[config.mk]
export PLATFORM = sky130hd
export DESIGN_NAME = microprogram_sequencer
export DESIGN_NICKNAME = d
export VERILOG_FILES = /design/src/rtl/microprogram_sequencer.sv
export SDC_FILE = /design/constraint.sdc
export NUM_CORES = 1
export LEC_CHECK = 0
export ABC_AREA = 1
export ABC_CLOCK_PERIOD_IN_PS = 5950
export CORE_ASPECT_RATIO = 0.5
export CORE_UTILIZATION = 51
export DETAILED_ROUTE_END_ITERATION = 7
export HOLD_SLACK_MARGIN = 0.1
export PLACE_DENSITY_LB_ADDON = 0.3
export SLEW_MARGIN = 20
export SYNTH_ARGS = -nofsm -noshare
export SYNTH_HDL_FRONTEND = slang
export SYNTH_SLANG_ARGS = --single-unit
export TNS_END_PERCENT = 50
[constraint.sdc]
create_clock -name clock -period 5.95 [get_ports clock]
set_input_delay 1.19 -clock clock [delete_from_list [all_inputs] [get_ports clock]]
set_output_delay 1.19 -clock clock [all_outputs]
set_load 0.02 [all_outputs]
[src/rtl/microprogram_sequencer.sv]
// Microprogram sequencer: pc, condition select, return-address stack and optional loop counter.
// Define USEQ_LOOP_EN to build the loop counter and the LDCNT/LOOP ops (otherwise they act as CONT).
module microprogram_sequencer #(
  parameter int ADDR_W      = 7,
  parameter int CTRL_W      = 17,
  parameter int NUM_COND    = 4,
  parameter int STACK_DEPTH = 4,
  localparam int COND_SEL_W = (NUM_COND > 1) ? $clog2(NUM_COND) : 1,
  localparam int LVL_W      = $clog2(STACK_DEPTH + 1),
  localparam int UWORD_W    = 3 + COND_SEL_W + 1 + CTRL_W
) (
  input  logic                clock,
  input  logic                reset,
  input  logic                hold,
  input  logic [NUM_COND-1:0] cond,
  input  logic [ADDR_W-1:0]   map_addr,
  input  logic [UWORD_W-1:0]  uword,
  output logic [ADDR_W-1:0]   uaddr,
  output logic [CTRL_W-1:0]   control_bus,
  output logic [LVL_W-1:0]    stack_level,
  output logic                stack_err
);

  typedef enum logic [2:0] {
    OP_CONT  = 3'b000,
    OP_JCC   = 3'b001,
    OP_CALL  = 3'b010,
    OP_RET   = 3'b011,
    OP_LDCNT = 3'b100,
    OP_LOOP  = 3'b101,
    OP_JMAP  = 3'b110,
    OP_JMP   = 3'b111
  } op_e;

  op_e                   op;
  logic [COND_SEL_W-1:0] csel;
  logic                  cpol;
  logic [CTRL_W-1:0]     ctrl;
  logic [ADDR_W-1:0]     target;
  logic                  cond_bit;
  logic                  cc;

  logic [ADDR_W-1:0] pc_q, pc_d, pc_inc;
  logic [LVL_W-1:0]  lvl_q, lvl_d;
  logic              err_q, err_d;
  logic              push;
  logic              full, empty;
  // Sized to the level width so the level can index it directly; entries past STACK_DEPTH are never written.
  logic [ADDR_W-1:0] stack_q [2**LVL_W];
`ifdef USEQ_LOOP_EN
  logic [ADDR_W-1:0] cnt_q, cnt_d;
`endif

  assign op     = op_e'(uword[UWORD_W-1 -: 3]);
  assign csel   = uword[CTRL_W+1 +: COND_SEL_W];
  assign cpol   = uword[CTRL_W];
  assign ctrl   = uword[CTRL_W-1:0];
  assign target = ctrl[ADDR_W-1:0];

  always_comb begin
    cond_bit = cond[0];
    if (int'(csel) < NUM_COND) cond_bit = cond[csel];
  end

  assign cc     = cond_bit ^ cpol;
  assign pc_inc = pc_q + ADDR_W'(1);
  assign full   = (lvl_q == LVL_W'(STACK_DEPTH));
  assign empty  = (lvl_q == '0);

  always_comb begin
    pc_d  = pc_q;
    lvl_d = lvl_q;
    err_d = err_q;
    push  = 1'b0;
`ifdef USEQ_LOOP_EN
    cnt_d = cnt_q;
`endif
    if (!hold) begin
      pc_d = pc_inc;
      case (op)
        OP_JCC: if (cc) pc_d = target;
        OP_CALL: begin
          if (cc) begin
            if (!full) begin
              push  = 1'b1;
              lvl_d = lvl_q + LVL_W'(1);
              pc_d  = target;
            end else begin
              err_d = 1'b1;
            end
          end
        end
        OP_RET: begin
          if (cc) begin
            if (!empty) begin
              lvl_d = lvl_q - LVL_W'(1);
              pc_d  = stack_q[lvl_q - LVL_W'(1)];
            end else begin
              err_d = 1'b1;
            end
          end
        end
`ifdef USEQ_LOOP_EN
        OP_LDCNT: cnt_d = target;
        OP_LOOP: begin
          if (cnt_q != '0) begin
            cnt_d = cnt_q - ADDR_W'(1);
            pc_d  = target;
          end
        end
`endif
        OP_JMAP: pc_d = map_addr;
        OP_JMP:  pc_d = target;
        default: ;
      endcase
    end
  end

  always_ff @(posedge clock) begin
    if (reset) begin
      pc_q  <= '0;
      lvl_q <= '0;
      err_q <= 1'b0;
`ifdef USEQ_LOOP_EN
      cnt_q <= '0;
`endif
    end else begin
      pc_q  <= pc_d;
      lvl_q <= lvl_d;
      err_q <= err_d;
`ifdef USEQ_LOOP_EN
      cnt_q <= cnt_d;
`endif
    end
  end

  always_ff @(posedge clock) begin
    if (!reset && push) stack_q[lvl_q] <= pc_inc;
  end

  assign uaddr       = pc_q;
  assign control_bus = hold ? '0 : ctrl;
  assign stack_level = lvl_q;
  assign stack_err   = err_q;

endmodule

=== Word level (Yosys, flattened, before mapping) ===
Memory sizes are Yosys's and may differ from the RTL's.
Cells that the tools add are included.

* Add/sub/neg operators: 3
* Order comparisons: 1
* Mux-type cells: 25
* Reduce and logical (&&, ||, !) cells: 6
* Equal/unequal tests: 12
* Bitwise operators: 2

{| class="wikitable"
|+ Operator list
! cell !! number
|-
| two-way mux 7 bit || 5
|-
| case mux 7 bit (5 select lines) || 1
|-
| two-way mux 17 bit || 1
|-
| two-way mux 3 bit || 4
|-
| != test 2 bit (second input constant) || 6
|-
| AND reduction 6 bit || 2
|-
| two-way mux 1 bit || 11
|-
| equality test 3 bit (second input constant) || 3
|-
| adder 7 x 1 -> 7 bit (second input constant) || 1
|-
| equality test 3 x 2 -> 1 bit (second input constant) || 2
|-
| case mux 3 bit (2 select lines) || 1
|-
| adder 3 x 1 -> 3 bit (second input constant) || 1
|-
| equality test 3 x 1 -> 1 bit (second input constant) || 1
|-
| zero test 3 bit || 1
|-
| < comparator 2 x 3 -> 1 bit (second input constant) || 1
|-
| subtractor 3 x 1 -> 3 bit (second input constant) || 1
|-
| binary-select mux 1 bit (select 2 bit) || 1
|-
| case mux 1 bit (2 select lines) || 1
|-
| nonzero test 2 bit || 1
|-
| logical AND 1 bit || 1
|-
| zero test 1 bit || 1
|-
| NOT 1 bit || 1
|-
| XOR 1 bit || 1
|}

* RAM bits: 56
* Logic and storage cells: 53
* Memories kept: 1
* Bits in registers: 11
* Output and inout port bits: 28

{| class="wikitable"
|+ Memories
! memory !! depth !! bits a word !! read ports !! clocked after Yosys merged registers in !! wr ports !! line !! RTL
|-
| stack_q || 8 || 7 || 1 || 0 || 1 || 49 || <nowiki>logic [ADDR_W-1:0] stack_q [2**LVL_W];</nowiki>
|}

=== Logic depth before layout (Yosys ltp) ===
Gate-level depths: netlist (run 1).

* Depth in word-level cells: 9
* Gate-level depth with buffers: 13

=== Least setup slack after synthesis (run 1) ===
OpenSTA, ideal clock, no wires.

* Kind: input to output
* From: in hold
* To: out control_bus[10]
* Cell stages on the path: 3
* Slack: 2.951 ns
* Data arrival time: 1.809 ns
* Cells stage by stage: buf_6 -> clkbuf_1 -> nor2_1

* Cells in the longest elaborated chain, start to end: 1

{| class="wikitable"
|+ RTL lines
! item !! line !! RTL
|-
| from (decl) || 14 || <nowiki>input logic hold,</nowiki>
|-
| two-way mux 17 bit || 142 || <nowiki>assign control_bus = hold ? '0 : ctrl;</nowiki>
|-
| to (decl) || 19 || <nowiki>output logic [CTRL_W-1:0] control_bus,</nowiki>
|}

No other way between the ends.

=== Worst setup path in the final report (run 1) ===
* From: in hold
* To: out control_bus[7]

The elaborated chain is that of the path after synthesis.

==> results of run 1 <==
==> registers in the layout, indices dropped and copies added, names as in the netlist <==
name and count:
stack_q 56, uaddr 7, stack_level 3, stack_err 1
==> worst register-to-register path: cells and delay by family (launching register included) <==
kind	cells	cell delay (ps)
buffers and inverters	2	660
adders and majority gates	1	360
and+or+nand+nor	5	1440
DFF	1	300
==> power by group through the flow <==
stage | Sequential (W) | Combinational (W) | Clock, W
6_report | 0.000527 | 0.000185 | 0.000505
5_1_grt | 0.000527 | 0.000203 | 0.000528
4_1_cts | 0.000527 | 0.000185 | 0.000509
3_5_place_dp | 0.000536 | 0.000183 | 0
3_3_place_gp | 0.000536 | 0.000182 | 0
2_1_floorplan | 0.000540 | 0.000102 | 0
==> layer usage <==
| layer | vias up | GRT usage | share of wire | wire length, µm |
|---|---|---|---|---|
| met4 | 2 | 0.0964 | 0.018 | 153 |
| met3 | 19 | 0.0695 | 0.092 | 764 |
| met1 | 1327 | 0.326 | 0.44 | 3700 |
| met5 | - | 0.0375 | 0.0030 | 25 |
| li1 | 1444 | - | - | - |
| met2 | 164 | 0.387 | 0.44 | 3700 |
==> cells by family after synthesis <==
family / share of synthesized area
xor gates and xnor gates: 0.0296
DFF: 0.536
buffers and inverters: 0.0723
and+or+nand+nor: 0.289
AOI/OAI and AO/OA: 0.0593
adders and majority gates: 0.0141
==> final cells by class <==
class	instances	area, µm²
inverters	44	173
clock buffers	11	233
fillers	538	2170
flip-flops and latches	67	1900
clock inverters	5	53.8
well taps	92	115
multi-input cells	279	1390
repair buffers	66	656
==> per-stage QoR <==
stage	utilization	power [W]
2_1_floorplan	-	0.000642
3_3_place_gp	0.632	0.000719
3_5_place_dp	0.632	0.000719
4_1_cts	0.675	0.00122
5_1_grt	0.675	0.00126
6_report	0.675	0.00122
==> cells in the final DEF (no fill, tap or decap), drive strengths merged <==
| cell | Yosys | final |
|---|---|---|
| clkbuf | 2 | 11 |
| bufinv | 0 | 1 |
| and3 | 1 | 1 |
| a21oi | 6 | 6 |
| buf | 10 | 2 |
| dfxtp | 11 | 11 |
| o21ai | 23 | 23 |
| clkinv | 1 | 5 |
| nand3 | 34 | 34 |
| ha | 4 | 4 |
| nand2 | 118 | 118 |
| xor2 | 6 | 6 |
| edfxtp | 56 | 56 |
| o211ai | 1 | 1 |
| clkdlybuf4s50 | 0 | 64 |
| inv | 43 | 43 |
| a211oi | 1 | 1 |
| a22oi | 6 | 6 |
| nor2 | 65 | 65 |
| xnor2 | 3 | 3 |
| nor3 | 9 | 9 |
| nand4 | 2 | 2 |
==> worst max path at each step <==
| stage | cells after the start | endpoint | slack, ps | start |
|---|---|---|---|---|
| 5_1_grt | 3 | control_bus[6] | 1820 | hold |
| 3_3_place_gp | 6 | stack_q[6][0] | 1900 | hold |
| 4_1_cts | 3 | control_bus[7] | 1980 | hold |
| 2_1_floorplan | 3 | control_bus[10] | 2950 | hold |
| 3_5_place_dp | 6 | stack_q[7][5] | 1890 | hold |
| 6_report | 3 | control_bus[7] | 1970 | hold |
==> flow_summary.yaml, run 1 <==
status:
  status: "finished, final reports clean"
sta:
  slew_viol_final: 0
  rsz0062_at_grt: "false"
  setup_tns_ps: 0
  finalCriticalPeriod_ps: 3980
  hold_violations: 0
  setup_viol: 0
  slew_headroom: 0.295
  timing.fmax_mhz: 252
  min_period_over_period: 0.668
  tightest_slew_ps: 1050
  fin_ws_ps: 1970
  finClkSkew_ps: 4.81
  hold-worst-slack_ps: 457
power_and_ir_drop:
  comb_power_share: 0.152
  p_per_area_nw_per_um2: 269
  p_seq_frac: 0.433
  ir_drop_v: 0.000146
  p_int_w: 0.000916
  switchingPower_w: 0.000301
  sw_frac_of_total: 0.247
  p_leak_nw: 1.89
  power.clock.fraction: 0.415
setup_path:
  reg2reg_slack_ps: 2810
  max_stage_delay_ps: 720
  crit_family: "buffers and inverters"
  worst-endpoint-arrival_ps: 2790
  cp.required_ps: 4760
  r2r-start: "stack_level[0]"
  critPathLaunchType: "input port"
  endpoint_kind: "output pin"
  path_cells: "clkdlybuf4s50_1, nor2_1, clkdlybuf4s50_1"
  critical_path_buf_inv_count: 2
  crit_fanout: 19
  r2r-end: "stack_q[7][5]"
  ff2ff_path_depth: 8
  path_class: "in -> out"
  cpMaxStageDelayCell: "clkdlybuf4s50_1"
  cpMostUsedCell: "clkdlybuf4s50_1"
clocking:
  cts.sinks: 67
  post_cts_buffers: 0
  cts_buffers: 9
  cts-root-buf: "clkbuf_16"
  clk_pin_slew_ps: 50
  post_cts_resized: 0
  htreeDepth: 3
  cts_tree: "done"
  clk_latency_ps: 330
  hold_buffers: 0
  clockBufferDepth: 2
global_routing:
  grt_pass1_vias: 2684
  antenna_found_initial: 0
  grt_usage: 0.246
  grt_start_max_net_pins: 35
  grt_pass1_wl_um: 13200
  overflow: 0
yosys:
  synth_cells: 402
  synth-edff-count: 56
  synth-seq-area-share: 0.536
  synth.area.top_cells: "edfxtp_1, nand2_1, nor2_1"
  yosysUniqueCellTypes: 33
  yosysWarnings: 0
  yosys-top-cells-count: "nand2_1, nor2_1, edfxtp_1"
  async_flop_share: 0
  yosys.area.top_type: "edfxtp_1"
  ys_ff_latch: 67
  synth_area_um2: 3550
  synth_top_area_frac: 0.474
  synth_nets: 443
  yosysMostFrequentCell: "nand2_1"
  synth.avg_cell_area_um2: 8.82
  synthFlopType: "edfxtp_1"
worst_hold_path:
  hold_end: "stack_err"
  hp-start: "stack_err"
  min_path_type: "reg -> reg"
  min_delay_path_depth: 2
detailed_routing:
  drc: 0
  drt_iter0_drc: 213
  wire_per_inst_um: 14.8
  viasPerCell: 5.24
  vias: 2956
  drt.antenna.violating_nets: 0
  wl_um: 8340
  first_pass_iters: 6
finish:
  antenna_cells: 0
  finalNonFillerCells: 564
  area_growth_pct: 27.6
  drive_gt1_frac: 0.0890
  fin_nets: 508
  design_area_um2: 4530
floorplan:
  initial_utilization: 0.529
  num_io_pins: 65
  die_y_um: 61.0
  die_w_um: 120
  dieArea_um2: 7310
  core_um2: 6700
  rows: 21
place:
  place_area_um2: 4230
  hpwl_um: 5830
  gp_congestion: 0.808
  portBuffers: 64
  dpl.cell_count: 548
  post-place-ws_ps: 1890
flow_run:
  cap_violations: 0
Note: power is estimated with default switching activity, not from simulation.
==> run 2: changes to the inputs <==
--- a/config.mk
+++ b/config.mk
@@ -6,7 +6,7 @@
 export NUM_CORES = 1
 export LEC_CHECK = 0
 export ABC_AREA = 1
-export ABC_CLOCK_PERIOD_IN_PS = 5950
+export ABC_CLOCK_PERIOD_IN_PS = 4100
 export CORE_ASPECT_RATIO = 0.5
 export CORE_UTILIZATION = 51
 export DETAILED_ROUTE_END_ITERATION = 7
==> constraint.sdc (replaced) <==
create_clock -name clock -period 4.1 [get_ports clock]
set_input_delay 0.82 -clock clock [delete_from_list [all_inputs] [get_ports clock]]
set_output_delay 0.82 -clock clock [all_outputs]
set_load 0.02 [all_outputs]
==> flow_summary.yaml, run 2 (synthesized netlist as in run 1, its figures left out) <==
finish:
  fillCellCount: 508
  seq_area_um2: 1900
  antenna_cells: 0
  largest_reg_flops: 56
  fin_nets: 513
  mostFrequentLayoutCells: "nand2_1, clkdlybuf4s50_1, nor2_1"
  final_common_cell: "nand2_1"
  finalNonFillerCells: 569
  multi_input_area_um2: 1390
  regMostFlops: "stack_q"
  drive_gt1_frac: 0.0985
  area_growth_pct: 28.7
  design_area_um2: 4570
power_and_ir_drop:
  p_per_area_nw_per_um2: 389
  p_leak_nw: 1.92
  ir_drop_v: 0.000224
setup_path:
  cp.required_ps: 3280
  crit_fanout: 19
  r2r-start: "stack_level[0]"
  startpoint: "hold"
  ff2ff_path_depth: 12
  reg2reg_slack_ps: 1140
  path_class: "in -> out"
  critPathLaunchType: "input port"
  cp-endpoint: "control_bus[2]"
  endpoint_kind: "output pin"
  r2r-end: "uaddr[5]"
  worst-endpoint-arrival_ps: 2400
clocking:
  htreeDepth: 3
  cts_buffers: 9
  post_cts_buffers: 0
  clk_pin_slew_ps: 50
  clockBufferDepth: 2
  cts_tree: "done"
  hold_buffers: 0
  cts-root-buf: "clkbuf_16"
  cts.sinks: 67
  post_cts_resized: 0
  clk_latency_ps: 320
detailed_routing:
  wire_per_inst_um: 14.8
  viasPerCell: 5.25
  first_pass_iters: 5
  drc: 0
  wl_um: 8430
  vias: 2989
  drt.antenna.violating_nets: 0
  drt_iter0_drc: 268
floorplan:
  num_io_pins: 65
  initial_utilization: 0.529
  dieArea_um2: 7310
  die_y_um: 61.0
  rows: 21
  core_um2: 6700
  die_w_um: 120
sta:
  setup_viol: 0
  rsz0062_at_grt: "false"
  fin_ws_ps: 882
  finClkSkew_ps: 4.78
  slew_viol_final: 0
  finalCriticalPeriod_ps: 3220
  hold_violations: 0
  timing.fmax_mhz: 311
  tightest_slew_ps: 863
  slew_headroom: 0.422
  min_period_over_period: 0.785
  setup_tns_ps: 0
place:
  portBuffers: 64
  hpwl_um: 5870
  dpl.cell_count: 553
  gp_congestion: 0.823
  place_area_um2: 4270
  post-place-ws_ps: 773
global_routing:
  overflow: 0
  grt_pass1_vias: 2726
  grt_usage: 0.243
  grt_start_max_net_pins: 34
  grt_pass1_wl_um: 13000
  antenna_found_initial: 0
status:
  status: "finished, final reports clean"
flow_run:
  cap_violations: 0
worst_hold_path:
  min_path_type: "reg -> reg"
run 2: how the worst min path moves through the flow:
stage               slack (ps)  depth (start not counted)  startpoint        end
finish                     450                          2   stack_err  stack_err
global route               480                          2   stack_err  stack_err
CTS                        460                          2   stack_err  stack_err
detailed placement         440                          2   stack_err  stack_err
global placement           440                          2   stack_err  stack_err
floorplan                  520                          2   stack_err  stack_err
run 2: critical path, cell delays in order:
cell and delay (ps):
clkdlybuf4s50_1 720, nor2_1 230, clkdlybuf4s50_1 630
run 2: final cells by class:
cell class | count | share of cell area
repair buffers | 71 | 0.152
multi-input cells | 279 | 0.304
clock buffers | 10 | 0.0502
flip-flops and latches | 67 | 0.417
clock inverters | 6 | 0.0143
inverters | 44 | 0.0378
well taps | 92 | 0.0252
run 2: metrics by stage:
step                hold slack [ps]   util  total power (W)
detailed placement              443  0.638          0.00104
finish                          454  0.681          0.00178
CTS                             457  0.681          0.00178
global route                    484  0.681          0.00184
global placement                442  0.638          0.00104
floorplan                       520      -         0.000932
run 2: metal layers:
| layer | routed length [µm] | up-vias | GRT usage | part of all wire |
|---|---|---|---|---|
| li1 | - | 1454 | - | - |
| met1 | 3530 | 1348 | 0.303 | 0.42 |
| met2 | 3900 | 166 | 0.406 | 0.46 |
| met3 | 796 | 21 | 0.0799 | 0.094 |
| met4 | 196 | 0 | 0.0911 | 0.023 |
| met5 | 0 | - | 0 | 0 |
run 2: report_power, final:
part,switching [W],total (W),internal [W]
Sequential,0.0000107,0.000765,0.000754
Combinational,0.000160,0.000266,0.000106
Clock,0.000276,0.000747,0.000471
